$ cat src/rtl/shifter_pkg.sv
// Shared types and helpers for the pipelined barrel shifter.
// Level k of the shifter moves data by 2^k; stage_first_lvl() splits the levels across pipeline stages.
package shifter_pkg;

   localparam int DEF_WIDTH = 32;

   typedef enum logic [1:0] {
      SH_SLL  = 2'b00,
      SH_SRL  = 2'b01,
      SH_SRA  = 2'b10,
      SH_ROTR = 2'b11
   } shift_op_t;

   // The first level handled by stage s is ceil(s*shamt_w/stages).
   function automatic int stage_first_lvl(input int s, input int shamt_w, input int stages);
      return (s * shamt_w + stages - 1) / stages;
   endfunction

endpackage

$ cat src/rtl/shift_stage.sv
// One pipeline stage: applies NUM_LVL mux levels starting at FIRST_LVL, then registers the result.
// Latency is 1 cycle. The stage holds its contents while it is valid and the downstream stage does not advance.
module shift_stage
   import shifter_pkg::*;
#(
   parameter int WIDTH     = DEF_WIDTH,
   parameter int SHAMT_W   = $clog2(WIDTH),
   parameter int FIRST_LVL = 0,
   parameter int NUM_LVL   = 1
) (
   input  logic               i_clk,
   input  logic               i_rst,
   input  logic               i_flush,
   input  logic               i_vld,
   input  shift_op_t          i_op,
   input  logic [WIDTH-1:0]   i_dat,
   input  logic [SHAMT_W-1:0] i_shamt,
   input  logic               i_nxt_adv,
   output logic               o_adv,
   output logic               o_vld,
   output shift_op_t          o_op,
   output logic [WIDTH-1:0]   o_dat,
   output logic [SHAMT_W-1:0] o_shamt
);

   logic               r_vld;
   shift_op_t          r_op;
   logic [WIDTH-1:0]   r_dat;
   logic [SHAMT_W-1:0] r_shamt;
   logic [WIDTH-1:0]   w_dat;

   // SRA relies on the partial result keeping the original sign in its MSB.
   function automatic logic [WIDTH-1:0] lvl_shift(input logic [WIDTH-1:0] d,
                                                  input shift_op_t op, input int amt);
      logic [WIDTH-1:0] r;
      case (op)
         SH_SRL:  r = d >> amt;
         SH_SRA:  r = $signed(d) >>> amt;
`ifdef SHIFTER_ROTATE_EN
         SH_ROTR: r = (d >> amt) | (d << (WIDTH - amt));
`endif
         default: r = d << amt;
      endcase
      return r;
   endfunction

   always_comb begin
      w_dat = i_dat;
      for (int k = 0; k < NUM_LVL; k++) begin
         if ((i_shamt & (SHAMT_W'(1) << (FIRST_LVL + k))) != '0)
            w_dat = lvl_shift(w_dat, i_op, 1 << (FIRST_LVL + k));
      end
   end

   assign o_adv = !r_vld || i_nxt_adv;

   always_ff @(posedge i_clk) begin
      if (i_rst || i_flush)
         r_vld <= 1'b0;
      else if (o_adv)
         r_vld <= i_vld;
   end

   always_ff @(posedge i_clk) begin
      if (o_adv && i_vld) begin
         r_dat   <= w_dat;
         r_op    <= i_op;
         r_shamt <= i_shamt;
      end
   end

   assign o_vld   = r_vld;
   assign o_op    = r_op;
   assign o_dat   = r_dat;
   assign o_shamt = r_shamt;

endmodule

$ cat src/rtl/pipelined_shifter.sv
// Pipelined SLL/SRL/SRA barrel shifter; rotate-right on op 11 when SHIFTER_ROTATE_EN is defined, else op 11 acts as SLL.
// Latency is STAGES cycles at one beat per cycle. in_ready ripples back from out_ready and is held low during flush.
module pipelined_shifter
   import shifter_pkg::*;
#(
   parameter int WIDTH   = DEF_WIDTH,
   parameter int SHAMT_W = $clog2(WIDTH),
   parameter int STAGES  = 2
) (
   input  logic               clk,
   input  logic               rst,
   input  logic               flush,
   input  logic               in_valid,
   output logic               in_ready,
   input  logic [1:0]         in_op,
   input  logic [WIDTH-1:0]   in_data,
   input  logic [SHAMT_W-1:0] in_shamt,
   output logic               out_valid,
   input  logic               out_ready,
   output logic [WIDTH-1:0]   out_data,
   output logic               out_zero
);

   logic               w_vld   [0:STAGES];
   logic               w_adv   [0:STAGES];
   shift_op_t          w_op    [0:STAGES];
   logic [WIDTH-1:0]   w_dat   [0:STAGES];
   logic [SHAMT_W-1:0] w_shamt [0:STAGES];
   logic               w_unused_tail;

   // A beat offered during flush never enters the pipe.
   assign w_vld[0]   = in_valid && !flush;
   assign w_op[0]    = shift_op_t'(in_op);
   assign w_dat[0]   = in_data;
   assign w_shamt[0] = in_shamt;
   assign w_adv[STAGES] = out_ready;

   genvar s;
   generate
      for (s = 0; s < STAGES; s++) begin : g_stage
         localparam int FL = stage_first_lvl(s, SHAMT_W, STAGES);
         localparam int NL = stage_first_lvl(s + 1, SHAMT_W, STAGES) - FL;

         shift_stage #(
            .WIDTH     (WIDTH),
            .SHAMT_W   (SHAMT_W),
            .FIRST_LVL (FL),
            .NUM_LVL   (NL)
         ) u_stage (
            .i_clk     (clk),
            .i_rst     (rst),
            .i_flush   (flush),
            .i_vld     (w_vld[s]),
            .i_op      (w_op[s]),
            .i_dat     (w_dat[s]),
            .i_shamt   (w_shamt[s]),
            .i_nxt_adv (w_adv[s+1]),
            .o_adv     (w_adv[s]),
            .o_vld     (w_vld[s+1]),
            .o_op      (w_op[s+1]),
            .o_dat     (w_dat[s+1]),
            .o_shamt   (w_shamt[s+1])
         );
      end
   endgenerate

   assign in_ready  = w_adv[0] && !flush;
   assign out_valid = w_vld[STAGES];
   // Data registers are never reset, so the result is masked while the output is idle.
   assign out_data  = out_valid ? w_dat[STAGES] : '0;
   assign out_zero  = (out_data == '0);

   assign w_unused_tail = ^{w_op[STAGES], w_shamt[STAGES]};

endmodule
$ cat config.mk
export PLATFORM = sky130hd
export DESIGN_NAME = pipelined_shifter
export DESIGN_NICKNAME = d
export VERILOG_FILES = /design/src/rtl/shifter_pkg.sv /design/src/rtl/shift_stage.sv /design/src/rtl/pipelined_shifter.sv
export SDC_FILE = /design/constraint.sdc
export NUM_CORES = 1
export LEC_CHECK = 0
export CORE_MARGIN = 1
export CORE_UTILIZATION = 52
export DETAILED_ROUTE_END_ITERATION = 10
export GPL_TIMING_DRIVEN = 0
export PLACE_DENSITY_LB_ADDON = 0.05
export SYNTH_ARGS = -nofsm -noshare
export SYNTH_HDL_FRONTEND = slang
export SYNTH_HIERARCHICAL = 1
export SYNTH_SLANG_ARGS = --single-unit
$ cat constraint.sdc
create_clock -name clk -period 2.3 [get_ports clk]
set_clock_uncertainty 0.2 [all_clocks]
set_input_delay 0.23 -clock clk [delete_from_list [all_inputs] [get_ports clk]]
set_output_delay 0.23 -clock clk [all_outputs]
set_load 0.03 [all_outputs]
==> summary.md <==
| Metric | Value |
|---|---|
| Worst Slack Setup Final | `-48.6 ps` |
| I/O pins | `79` |
| Htree depth | `3` |
| Final global-route overflow total | `0` |
| Largest net degree at the start of global routing | `37` |
| Slew margin rel. | `12.0%` |
| Routed wire length per instance | `25.1 um` |
| Core ar. | `12000 sq um` |
| FF-to-FF End | `g_stage[1].u_stage/o_dat[21]` |
| Reg power frac | `38.4%` |
| Combinational share of power | `32.9%` |
| Pwr per Cell Area | `504 nW/um^2` |
| Row count | `40` |
| Hold Crit Endpoint | `g_stage[0].u_stage/o_shamt[4]` |
| Critical-path top delay cell | `clkdlybuf4s50_1` |
| Critical Path, Cell by Cell | `clkdlybuf4s50_1 > clkbuf_2 > clkbuf_4 > buf_2 > a21oi_1 > o22a_1` |
| Failing checks | `negative setup slack` |
| Flop2flop setup slack | `90 ps` |
| Worst Hold Class | `input port to flop` |
| Initial Utilization | `53.2%` |
| Worst slew pin tran | `1320 ps` |
| Switching share of power | `32.8%` |
| Synthesized Nets | `815` |
| HP Start | `in_shamt[4]` |
| Setup TNS | `-82.1 ps` |
| Vias in the first global route | `6887` |
| Inserted Diodes | `0` |
| Final setup fails | `2` |
| Int Pwr | `2.70 mW` |
| Critical path capture point type | `flop` |
| Total GRT Usage | `40.3%` |
| Final Critical Period | `2350 ps` |
| Met3 WL post-DR | `2690 um` |
| Met1 WL | `8490 um` |
| Max Freq | `0.426 GHz` |
| Peak supply drop | `0.000274 V` |
| Root Buffer Master | `clkbuf_16` |
| Worst reg2reg path depth | `6` |
| Synth Cell Area | `6360 sq um` |
| Layout cell share with drive strength beyond 1 | `16.7%` |
| Final core utilization | `66.6%` |
| Endpoints failing hold | `0` |
| Static leakage | `3.31 nW` |
| Nets | `913` |
| WHS Path Cells | `1` |
| Clk pwr share | `28.8%` |
| Die X | `113 um` |
| Die ar. | `12700 sq um` |
| Slew Viols, Final | `0` |
| Startpoint types | `input port` |
| Critical register-to-register path startpoint | `g_stage[0].u_stage/o_op[1]` |
| DRT antenna net count | `0` |
| Drt pass-1 iters | `8` |
| I/O Buffers | `76` |
| Yosys warns | `6` |
| Initial antenna violation count | `0` |
| WP data arrival | `2210 ps` |
| Num CTS Buffers | `9` |
| Final wirelength | `25500 um` |
| Clock sink count | `70` |
| DR WL met2 | `12100 um` |
| Vias per cell | `7.23` |
| CP Max Fanout | `10` |
| Clock Tree Buf Depth | `2` |
| Mapped Cells | `766` |
| Max incr delay on CP | `560 ps` |
| Detail Placement HPWL | `19200 um` |
| Mean area per synthesized cell | `8.30 sq um` |
| DRC errors left | `0` |
| Initial drt markers | `1164` |
| Die H | `113 um` |
| Worst skew pair latency | `330 ps` |
| Required @ worst endpoint | `2160 ps` |
| Area grow syn2layout | `25.3%` |
| Most common cell after layout, fill and taps aside | `nand2_1` |
| # Max-Cap Violations | `0` |
| Tcrit/Tclk final | `102%` |
| Gpl congestion | `1.06` |
| Clock-pin slew on the worst setup and hold paths | `50 ps` |
| CP startpoint | `in_shamt[1]` |
| Vias | `7334` |
| Outcome | `finished, violations left` |
| Top routing layer in use | `met4` |
| CTS tree | `done` |
| Worst Setup Path Type | `input port to flop` |
| Switch Pwr | `1.32 mW` |
| First-pass GRT wire length | `38700 um` |
| Highest-count cells in the layout ignoring fill and taps | `nand2_1, edfxtp_1, o21ai_0, nor2_1, a21oi_1` |
[worst max-delay path by stage]
| stage | to | slack, ps | depth (start not counted) |
|---|---|---|---|
| after detailed placement | g_stage[0].u_stage/o_dat[20] | -1150 | 9 |
| after CTS | g_stage[0].u_stage/o_dat[31] | 2 | 9 |
| final | g_stage[0].u_stage/o_dat[18] | -50 | 6 |
| after floorplan | g_stage[0].u_stage/o_dat[20] | 20 | 7 |
| after global routing | out_zero | -20 | 4 |
| after global placement | g_stage[0].u_stage/o_dat[20] | -1150 | 9 |
[state kept, by name (all words and copies together), names as in the netlist]
signal / cells
g_stage.u_stage/o_dat: 64
g_stage.u_stage/o_vld: 2
g_stage.u_stage/o_op: 2
g_stage.u_stage/o_shamt: 2
[layout make-up]
type | count | area, sq um
fill | 984 | 3990
inverter | 12 | 48.8
sequential | 70 | 2080
clock buffer | 11 | 233
multi-input combinational | 610 | 4050
clock inverter | 3 | 13.8
tap | 147 | 184
buffer | 72 | 418
timing repair buffer | 89 | 942
[metal layers]
layer | vias up | GRT usage, %
met1 | 3285 | 43.3
met2 | 700 | 69.3
met4 | 0 | 33.4
li1 | 3133 | -
met3 | 216 | 7.29
met5 | - | 0
[metrics by stage]
stage	hold slack, ps	std cells	cell area, sq um	power (mW)	setup WS (ps)
global route	256	1014	7970	4.12	-17.9
detailed placement	280	989	7310	2.70	-1150
finish	258	1014	7970	4.02	-48.6
CTS	57.4	1008	7780	3.92	2.20
global placement	251	989	7310	2.69	-1150
floorplan	103	766	6360	2.27	18.6
[power groups by stage]
stage	logic (mW)	clock network (mW)	registers (mW)
after global routing	1.37	1.21	1.54
after detailed placement	1.13	0	1.56
after CTS	1.21	1.17	1.54
after floorplan	0.734	0	1.54
after global placement	1.13	0	1.56
final	1.32	1.16	1.54
[critical path, delay by kind of cell]
family / cells / cell delay (ps)
buffers and inverters: 4 / 1550
AOI/OAI and AO/OA: 2 / 410
[what timing repair did]
| item | in CTS | in global routing |
|---|---|---|
| pin swaps | 6 | 6 |
| resized for setup | 59 | 56 |
| setup endpoints to repair | 88 | 61 |
| setup buffers | 7 | 4 |
| hold endpoints to repair | 0 | 2 |
| hold buffers | 0 | 2 |
No activity file was read; power rests on OpenSTA's default activity.
